<file path="src/rtl/cam_ctrl_pkg.sv">
// ---------------------------------------------------------------------------
// cam_pkg
// Shared definitions for the CAM controller slice: FSM state encoding,
// request opcodes, key/index widths and a saturating counter helper.
// ---------------------------------------------------------------------------
package cam_pkg;

  localparam int CAM_KEY_W = 8;
  localparam int CAM_IDX_W = 5;

  localparam logic OP_LOOKUP = 1'b0;
  localparam logic OP_INSERT = 1'b1;

  typedef enum logic [2:0] {
    IDLE,
    LOOK,
    WAIT,
    WR,
    RESP
  } state_t;

  // Increment that sticks at all-ones instead of wrapping.
  function automatic logic [15:0] sat_inc16(input logic [15:0] v);
    return (v == 16'hFFFF) ? v : v + 16'd1;
  endfunction

endpackage

</file>
<file path="src/rtl/cam_ctrl_if.sv">
// ---------------------------------------------------------------------------
// cam_ctrl_if
// Requester/response bundle of the CAM controller.
//   req_valid[1:0]  per-requester request valid
//   req_ready[1:0]  per-requester accept (one-hot or zero)
//   req_op[1:0]     per-requester op (0 = LOOKUP, 1 = INSERT)
//   req_data0/1     8-bit keys of requester 0 / 1
//   rsp_valid/ready response handshake
//   rsp_id          requester owning the response
//   rsp_idx         CAM index (hit index or newly written index)
//   rsp_hit         key was already present
//   rsp_full        INSERT missed and no free slot remains
// master = requester side, slave = controller side.
// ---------------------------------------------------------------------------
interface cam_ctrl_if;
  import cam_pkg::*;

  logic [1:0]           req_valid;
  logic [1:0]           req_ready;
  logic [1:0]           req_op;
  logic [CAM_KEY_W-1:0] req_data0;
  logic [CAM_KEY_W-1:0] req_data1;
  logic                 rsp_valid;
  logic                 rsp_ready;
  logic                 rsp_id;
  logic [CAM_IDX_W-1:0] rsp_idx;
  logic                 rsp_hit;
  logic                 rsp_full;

  modport master (
    output req_valid, req_op, req_data0, req_data1, rsp_ready,
    input  req_ready, rsp_valid, rsp_id, rsp_idx, rsp_hit, rsp_full
  );

  modport slave (
    input  req_valid, req_op, req_data0, req_data1, rsp_ready,
    output req_ready, rsp_valid, rsp_id, rsp_idx, rsp_hit, rsp_full
  );

endinterface

</file>
<file path="src/rtl/cam_ctrl_rr_arb2.sv">
// ---------------------------------------------------------------------------
// cam_rr_arb2
// Two-way round-robin arbiter.
//   clk, rst_n  clock, synchronous active-low reset
//   valid[1:0]  request lines
//   grant_en    arbitration allowed this cycle
//   grant[1:0]  one-hot grant or zero (combinational)
// rr_last remembers the last winner; it resets to 1 so requester 0 wins
// the first contested round.
// ---------------------------------------------------------------------------
module cam_rr_arb2 (
  input  logic       clk,
  input  logic       rst_n,
  input  logic [1:0] valid,
  input  logic       grant_en,
  output logic [1:0] grant
);

  logic rr_last;

  // On contention the requester that did not win last time gets the grant.
  always_comb begin
    grant = 2'b00;
    if (grant_en) begin
      if (valid == 2'b11) grant = rr_last ? 2'b01 : 2'b10;
      else                grant = valid;
    end
  end

  always_ff @(posedge clk) begin
    if (!rst_n)      rr_last <= 1'b1;
    else if (|grant) rr_last <= grant[1];
  end

endmodule

</file>
<file path="src/rtl/cam_ctrl.sv">
// ---------------------------------------------------------------------------
// cam_ctrl
// Shares one 14-entry, 8-bit-key CAM between two requesters. Arbitrates
// round-robin, drives the CAM lookup/write pins, and hands out free slots
// in order (LOOKUP, and INSERT-if-absent).
//   clk, rst_n    clock, synchronous active-low reset
//   bus           cam_ctrl_if.slave request/response bundle
//   cam_enable    CAM lookup strobe (LOOK state only)
//   cam_write     CAM write strobe (WR state only)
//   cam_addr[4:0] CAM write address, bit 4 always 0
//   cam_data[7:0] CAM key
//   cam_out[4:0]  CAM match index (registered by the CAM)
//   cam_found     CAM match flag (registered by the CAM)
//   alloc_cnt     slots allocated so far, saturates at NB_MEM
// Optional macro CAM_CTRL_STATS_EN adds hit_cnt/miss_cnt/full_cnt.
// CAM contents survive reset while alloc_cnt does not, so inserts after a
// reset overwrite slots from index 0 upward.
// ---------------------------------------------------------------------------
module cam_ctrl
  import cam_pkg::*;
#(
  parameter int NB_MEM    = 14,
  parameter int SIZE_ADDR = 4
) (
  input  logic                 clk,
  input  logic                 rst_n,
  cam_ctrl_if.slave            bus,
  output logic                 cam_enable,
  output logic                 cam_write,
  output logic [CAM_IDX_W-1:0] cam_addr,
  output logic [CAM_KEY_W-1:0] cam_data,
  input  logic [CAM_IDX_W-1:0] cam_out,
  input  logic                 cam_found,
  output logic [CAM_IDX_W-1:0] alloc_cnt
`ifdef CAM_CTRL_STATS_EN
  ,
  output logic [15:0]          hit_cnt,
  output logic [15:0]          miss_cnt,
  output logic [15:0]          full_cnt
`endif
);

  localparam logic [CAM_IDX_W-1:0] ALLOC_MAX = CAM_IDX_W'(NB_MEM);

  state_t               state, state_nxt;
  logic                 op_q;
  logic [CAM_KEY_W-1:0] key_q;
  logic [1:0]           grant;
  logic                 alloc_avail;

  assign alloc_avail = (alloc_cnt < ALLOC_MAX);

  cam_rr_arb2 u_arb (
    .clk      (clk),
    .rst_n    (rst_n),
    .valid    (bus.req_valid),
    .grant_en (state == IDLE),
    .grant    (grant)
  );

  // Next state plus the combinational strobes. The CAM registers its
  // result, so the match is only looked at one cycle after LOOK.
  always_comb begin
    state_nxt     = state;
    bus.req_ready = grant;
    bus.rsp_valid = (state == RESP);
    cam_enable    = (state == LOOK);
    cam_write     = (state == WR);
    cam_addr      = '0;
    cam_data      = '0;
    case (state)
      IDLE: if (|grant) state_nxt = LOOK;
      LOOK: begin
        cam_data  = key_q;
        state_nxt = WAIT;
      end
      WAIT: begin
        if (op_q == OP_INSERT && !cam_found && alloc_avail) state_nxt = WR;
        else                                                state_nxt = RESP;
      end
      WR: begin
        cam_addr  = CAM_IDX_W'(alloc_cnt[SIZE_ADDR-1:0]);
        cam_data  = key_q;
        state_nxt = RESP;
      end
      RESP: if (bus.rsp_ready) state_nxt = IDLE;
      default: state_nxt = IDLE;
    endcase
  end

  // State register, request capture and response fields. Response fields
  // are only written before RESP, so they stay stable while it stalls.
  always_ff @(posedge clk) begin
    if (!rst_n) begin
      state        <= IDLE;
      op_q         <= OP_LOOKUP;
      key_q        <= '0;
      alloc_cnt    <= '0;
      bus.rsp_id   <= 1'b0;
      bus.rsp_idx  <= '0;
      bus.rsp_hit  <= 1'b0;
      bus.rsp_full <= 1'b0;
    end else begin
      state <= state_nxt;
      case (state)
        IDLE: begin
          if (|grant) begin
            op_q         <= bus.req_op[grant[1]];
            key_q        <= grant[1] ? bus.req_data1 : bus.req_data0;
            bus.rsp_id   <= grant[1];
            bus.rsp_idx  <= '0;
            bus.rsp_hit  <= 1'b0;
            bus.rsp_full <= 1'b0;
          end
        end
        WAIT: begin
          if (op_q == OP_LOOKUP || cam_found) begin
            bus.rsp_hit <= cam_found;
            bus.rsp_idx <= cam_out;
          end else if (!alloc_avail) begin
            bus.rsp_full <= 1'b1;
            bus.rsp_idx  <= '0;
          end
        end
        WR: begin
          bus.rsp_idx <= alloc_cnt;
          bus.rsp_hit <= 1'b0;
          alloc_cnt   <= alloc_cnt + CAM_IDX_W'(1);
        end
        default: ;
      endcase
    end
  end

`ifdef CAM_CTRL_STATS_EN
  // Outcome counters, bumped once per request when the CAM result lands.
  always_ff @(posedge clk) begin
    if (!rst_n) begin
      hit_cnt  <= '0;
      miss_cnt <= '0;
      full_cnt <= '0;
    end else if (state == WAIT) begin
      if (cam_found)                            hit_cnt  <= sat_inc16(hit_cnt);
      else if (op_q == OP_LOOKUP || alloc_avail) miss_cnt <= sat_inc16(miss_cnt);
      else                                      full_cnt <= sat_inc16(full_cnt);
    end
  end
`endif

endmodule

</file>
<file path="src/flat_wrapper.sv">
// flat-port wrapper written by rule: the top's interface ports become plain ports
module cam_ctrl_flat import cam_pkg::*;
#(
  parameter int NB_MEM    = 14,
  parameter int SIZE_ADDR = 4
)
  (clk, rst_n, cam_enable, cam_write, cam_addr, cam_data, cam_out, cam_found, alloc_cnt, bus_req_valid, bus_req_op, bus_req_data0, bus_req_data1, bus_rsp_ready, bus_req_ready, bus_rsp_valid, bus_rsp_id, bus_rsp_idx, bus_rsp_hit, bus_rsp_full);
  cam_ctrl_if bus_i ();
  input  logic clk;
  input  logic rst_n;
  output logic cam_enable;
  output logic cam_write;
  output logic [CAM_IDX_W-1:0] cam_addr;
  output logic [CAM_KEY_W-1:0] cam_data;
  input  logic [CAM_IDX_W-1:0] cam_out;
  input  logic cam_found;
  output logic [CAM_IDX_W-1:0] alloc_cnt;
  input wire logic [$bits(bus_i.req_valid)-1:0] bus_req_valid;
  input wire logic [$bits(bus_i.req_op)-1:0] bus_req_op;
  input wire logic [$bits(bus_i.req_data0)-1:0] bus_req_data0;
  input wire logic [$bits(bus_i.req_data1)-1:0] bus_req_data1;
  input wire logic [$bits(bus_i.rsp_ready)-1:0] bus_rsp_ready;
  output wire logic [$bits(bus_i.req_ready)-1:0] bus_req_ready;
  output wire logic [$bits(bus_i.rsp_valid)-1:0] bus_rsp_valid;
  output wire logic [$bits(bus_i.rsp_id)-1:0] bus_rsp_id;
  output wire logic [$bits(bus_i.rsp_idx)-1:0] bus_rsp_idx;
  output wire logic [$bits(bus_i.rsp_hit)-1:0] bus_rsp_hit;
  output wire logic [$bits(bus_i.rsp_full)-1:0] bus_rsp_full;
  assign bus_i.req_valid = bus_req_valid;
  assign bus_i.req_op = bus_req_op;
  assign bus_i.req_data0 = bus_req_data0;
  assign bus_i.req_data1 = bus_req_data1;
  assign bus_i.rsp_ready = bus_rsp_ready;
  assign bus_req_ready = bus_i.req_ready;
  assign bus_rsp_valid = bus_i.rsp_valid;
  assign bus_rsp_id = bus_i.rsp_id;
  assign bus_rsp_idx = bus_i.rsp_idx;
  assign bus_rsp_hit = bus_i.rsp_hit;
  assign bus_rsp_full = bus_i.rsp_full;
  cam_ctrl #(.NB_MEM(NB_MEM), .SIZE_ADDR(SIZE_ADDR)) u_core (.clk(clk), .rst_n(rst_n), .bus(bus_i), .cam_enable(cam_enable), .cam_write(cam_write), .cam_addr(cam_addr), .cam_data(cam_data), .cam_out(cam_out), .cam_found(cam_found), .alloc_cnt(alloc_cnt));
endmodule
</file>
<file path="config.mk">
export PLATFORM = sky130hd
export DESIGN_NAME = cam_ctrl_flat
export DESIGN_NICKNAME = d
export VERILOG_FILES = /design/src/rtl/cam_ctrl_pkg.sv /design/src/rtl/cam_ctrl_if.sv /design/src/rtl/cam_ctrl_rr_arb2.sv /design/src/rtl/cam_ctrl.sv /design/src/flat_wrapper.sv
export SDC_FILE = /design/constraint.sdc
export NUM_CORES = 1
export LEC_CHECK = 0
export ABC_AREA = 1
export CAP_MARGIN = 0
export CORE_ASPECT_RATIO = 1.2
export CORE_MARGIN = 3
export CORE_UTILIZATION = 38
export DETAILED_ROUTE_END_ITERATION = 8
export GPL_TIMING_DRIVEN = 1
export PLACE_DENSITY = 0.85
export SYNTH_ARGS = -nofsm -noshare
export SYNTH_HDL_FRONTEND = slang
export SYNTH_SLANG_ARGS = --single-unit
</file>
<file path="constraint.sdc">
create_clock -name clk -period 1.2 [get_ports clk]
set_input_delay 0.18 -clock clk [delete_from_list [all_inputs] [get_ports clk]]
set_output_delay 0.18 -clock clk [all_outputs]
set_load 0.02 [all_outputs]
</file>
---- Word-level counts from Yosys, hierarchy flattened ----
Index checks and enable logic that the tools add are counted.
operators by class
  bitwise operators ....................... 1
  multiplexer cells ....................... 22
  add/sub/neg operators ................... 1
  reductions and logical operators ........ 14
  equality and inequality tests ........... 11
  $lt $le $gt $ge ......................... 2
operators by type and width
  kind                 count
  $mux 8               2
  $mux 5               3
  $pmux 3 s5           1
  $pmux 5 s3           1
  $mux 3               3
  $eq 3x2->1 const B   2
  $mux 1               6
  $mux 2               3
  $ne 2x2->1 const B   3
  $reduce_and 3->1     2
  $add 5x1->5 const B  1
  $lt 5x4->1 const B   1
  $mux 4               1
  $ne 2x1->1 const B   2
  $reduce_and 2->1     2
  $reduce_and 4->1     1
  $reduce_or 2->1      2
  $eq 3x1->1 const B   1
  $eq 3x3->1 const B   1
  $logic_not 3->1      1
  $ne 3x3->1 const B   1
  $pmux 1 s3           1
  $reduce_bool 3->1    1
  $eq 2x2->1 const B   1
  7 further kinds      8
storage, ports and cells
  output and inout bits ................... 31
  register bits after elaboration ......... 26
  logic and storage cells ................. 60

---- Logic depth before layout (Yosys ltp) ----
  depth in word-level cells ............... 6
  depth in mapped cells ................... 10
  mapped depth without buffers ............ 9

---- Modules after synthesis ----
From an unflattened synthesis, not the netlist that was laid out.
second synthesis, totals
  cells, all modules ...................... 222
  area total of the unflattened synthesis .. 1400.1 µm²
modules (own cells, without submodules)
  module       area an instance (µm²)  seq. area each (µm²)  times used  cells each
  cam_ctrl     1332.5                  500.5                 1           211
  cam_rr_arb2  67.6                    20.0                  1           11

---- Worst setup path before layout ----
Ideal clock, no wire load.
  kind .................................... register to output
  from .................................... register u_core.state[2]
  to ...................................... output port cam_addr[1]
  slack ................................... -179 ps
  buffers on the path ..................... 0
  arrival ................................. 1199 ps
  data required time ...................... 1020 ps
  cell stages (with the launch flop) ...... 6
  cell sequence ........................... dfxtp_1 inv_1 nand2_2 nor2_4 inv_2 nor2_1
between the ends
  cells in the longest elaborated chain, start to end .. 2
ends and longest elaborated chain
  element                 RTL line            text
  from (decl)             cam_ctrl.sv:45      state_t state, state_nxt;
  from (signal assigned)  cam_ctrl.sv:104     state <= state_nxt;
  $eq 3x2->1              n/a
  named net cam_write     flat_wrapper.sv:12  output logic cam_write;
  $mux 4                  cam_ctrl.sv:71      case (state)
  to (decl)               flat_wrapper.sv:13  output logic [CAM_IDX_W-1:0] cam_addr;
The timed path passes the listed nets, and every way through them passes these cells.

---- Worst setup path after layout ----
  from .................................... register u_core.state[1]
  to ...................................... output port bus_req_ready[1]
between the ends
  cells in the longest elaborated chain, start to end .. 2
ends and longest elaborated chain
  element          RTL line                text
  $logic_not 3->1  cam_ctrl.sv:57          .grant_en (state == IDLE),
  $mux 2           cam_ctrl_rr_arb2.sv:24  if (grant_en) begin
  to (decl)        flat_wrapper.sv:23      output wire logic [$bits(bus_i.req_ready)-1:0] bus_req_ready;
Every way passes these cells.

==> reports/results.ini <==
[yosys]
async_reset_ff_frac = 0
avgSynthCellArea_um2 = 6.34
ys_top_cells_by_count = nand2_1, nor2_1, dfxtp_1
synth_warnings = 0
synth_cell_types = 25
syn_area_mm2 = 0.00143
ys_seq_area_frac = 0.365
syn_inst = 225
ys_top_cells_by_area = dfxtp_1, nand2_1, nor2_1
syn-num-nets = 255
synth-edff-count = 0
yosysMostFrequentCell = nand2_1
synth_top_area_frac = 0.365
ys.flop_type = dfxtp_1
synth_seq_cells = 26
synth_top_area_cell = dfxtp_1

[detailed_routing]
vias_per_cell = 4.72
ant_nets = 0
drc = 0
wire_per_inst_um = 13.0
firstDrtPassIters = 4
totalWireLength_um = 4900
num_vias = 1774
drt_iter0_markers = 99

[cts]
cts_num_sinks = 26
clkTransAtPathRegs_ps = 100
cts_buffer_depth = 2
cts_root_buffer = clkbuf_8
hold_buffers = 0
clock_latency_ps = 280
cts_max_level = 1
tritoncts = built
numCtsBuffers = 3

[setup_path]
critPathRequiredTime_ps = 1020
rr_startpoint = u_core.state[1]
crit_start = u_core.state[1]
critPathLaunchType = flip-flop
cp_max_fo = 3
worst_setup_path_end_kind = primary output
path_class = reg -> out
cp.arrival_ps = 1270

[power]
p_per_area_mw_per_mm2 = 1680
power_leakage_nw = 1.29
seqPwrFrac = 0.252
switching_share = 0.408
power.share.clock = 0.163
p_int_mw = 2.74
p_comb_frac = 0.584
peakVddDrop_mv = 0.920
switchingPower_mw = 1.88

[grt]
grt_pass1_wl_um = 7730
antenna_found_initial = 0
grt_pass1_vias = 1782
grt_max_degree = 16
globalRouteOverflowTotal = 0
gr-usage-all-layers = 0.223

[cells_and_area]
diodes = 0
fin_util = 0.790
fin_nets = 357
finalInstanceArea_mm2 = 0.00275
drive_gt1_frac = 0.371
syn2layout_area_growth_pct = 92.6

[timing]
grt_setup_unrepaired = yes
report.final.slew_viol_count = 0
worst_slack_ps = -252
finalSetupViolCount = 38
fmax_mhz = 689
clock_skew_ps = 9.44
setup_tns_ps = -5510
finalCritPeriodShare = 1.21
hold_viol = 0
period_needed_ps = 1450
fin_hold_ws_ps = 472

[floorplan]
pin_count = 60
row_count = 23
core_area_mm2 = 0.00348
die_w_um = 62.0
die-area_mm2 = 0.00453
die_h_um = 73.1
start_util = 0.410

[min_path]
min_from = u_core.bus.rsp_full
hold_class = reg -> reg

[place]
hpwlAfterDp_um = 2990
placed_area_mm2 = 0.00236
dp_slack_ps = -576
portBuffers = 58
gp_congestion = 0.881

[run_status]
violations = negative setup slack
outcome = finished with violations

[job]
maxCapViolCount = 0

==> critical path, stage by stage (launching register included) <==
cell,delay (ps)
dfxtp_2,350
inv_4,80
nand2_4,60
nor2_4,140
clkinv_4,110
nor2_8,120
buf_6,130
==> logic make-up after synthesis <==
group / Yosys count / share of synthesized area
adders and majority gates: 1 / 0.00876
and+or+nand+nor: 140 / 0.433
other: 1 / 0.00263
AOI/OAI and AO/OA: 22 / 0.0789
buffers and inverters: 35 / 0.112
DFF: 26 / 0.365
==> flip-flops by register name (all words and copies together) (netlist names) <==
signal,count
u_core.key_q,8
u_core.alloc_cnt,5
u_core.bus.rsp_idx,5
u_core.state,3
u_core.bus.rsp_full,1
u_core.bus.rsp_hit,1
u_core.bus.rsp_id,1
u_core.op_q,1
u_core.u_arb.rr_last,1
==> cells in the final DEF, fill, tap and decap left out, drive strengths merged <==
cell / count
dlygate4sd2: 10
clkbuf: 4
clkdlybuf4s50: 27
clkinv: 1
buf: 63
clkdlybuf4s15: 1
nand4: 1
dfxtp: 26
a21oi: 10
inv: 28
nand3: 12
bufinv: 1
conb: 1
nor3: 1
nor2: 53
ha: 1
o21ai: 11
nand2: 73
o211ai: 1
nand3b: 1
==> power groups by stage <==
stage / clock network [mW] / logic, mW / registers (mW)
after floorplan: 0 / 1.12 / 1.25
after global placement: 0 / 1.98 / 1.16
after detailed placement: 0 / 2.02 / 1.17
after CTS: 0.739 / 2.55 / 1.15
after global routing: 0.782 / 2.93 / 1.18
final: 0.755 / 2.70 / 1.17
==> through the flow <==
| stage | total power [mW] | instances |
|---|---|---|
| after CTS | 4.44 | 376 |
| after global placement | 3.14 | 365 |
| after detailed placement | 3.19 | 365 |
| after floorplan | 2.37 | 225 |
| final | 4.62 | 376 |
| after global routing | 4.89 | 376 |
==> final cells by class <==
cell class	instances	area [um^2]
clock inverter	1	30.0
clock buffer	3	41.3
fill	226	732
timing repair buffer	102	988
inverter	29	131
sequential	26	533
multi-input combinational	165	963
tap	50	62.6
==> layer usage <==
layer,vias to the layer above,share of wire,global-route usage
met4,0,0.025,0.0873
met1,804,0.39,0.244
met5,-,0,0
met2,72,0.52,0.401
met3,15,0.067,0.0496
li1,883,-,-
==> worst paths after layout <==
check        slack [ps]  cells after the start             endpoint
max                -250                      6     bus_req_ready[1]
min                 470                      2  u_core.bus.rsp_full
max reg2reg        -180                     10   u_core.bus.rsp_hit
min reg2reg         470                      2  u_core.bus.rsp_full
==> repair_timing <==
action | 4_1_cts | 5_1_grt
pin swaps | 11 | 15
gates resized for setup | 175 | 26
endpoints found under the setup margin | 49 | 45
gates cloned | 1 | 0
setup buffers | 6 | 5
Note: power is estimated with default switching activity, not from simulation.
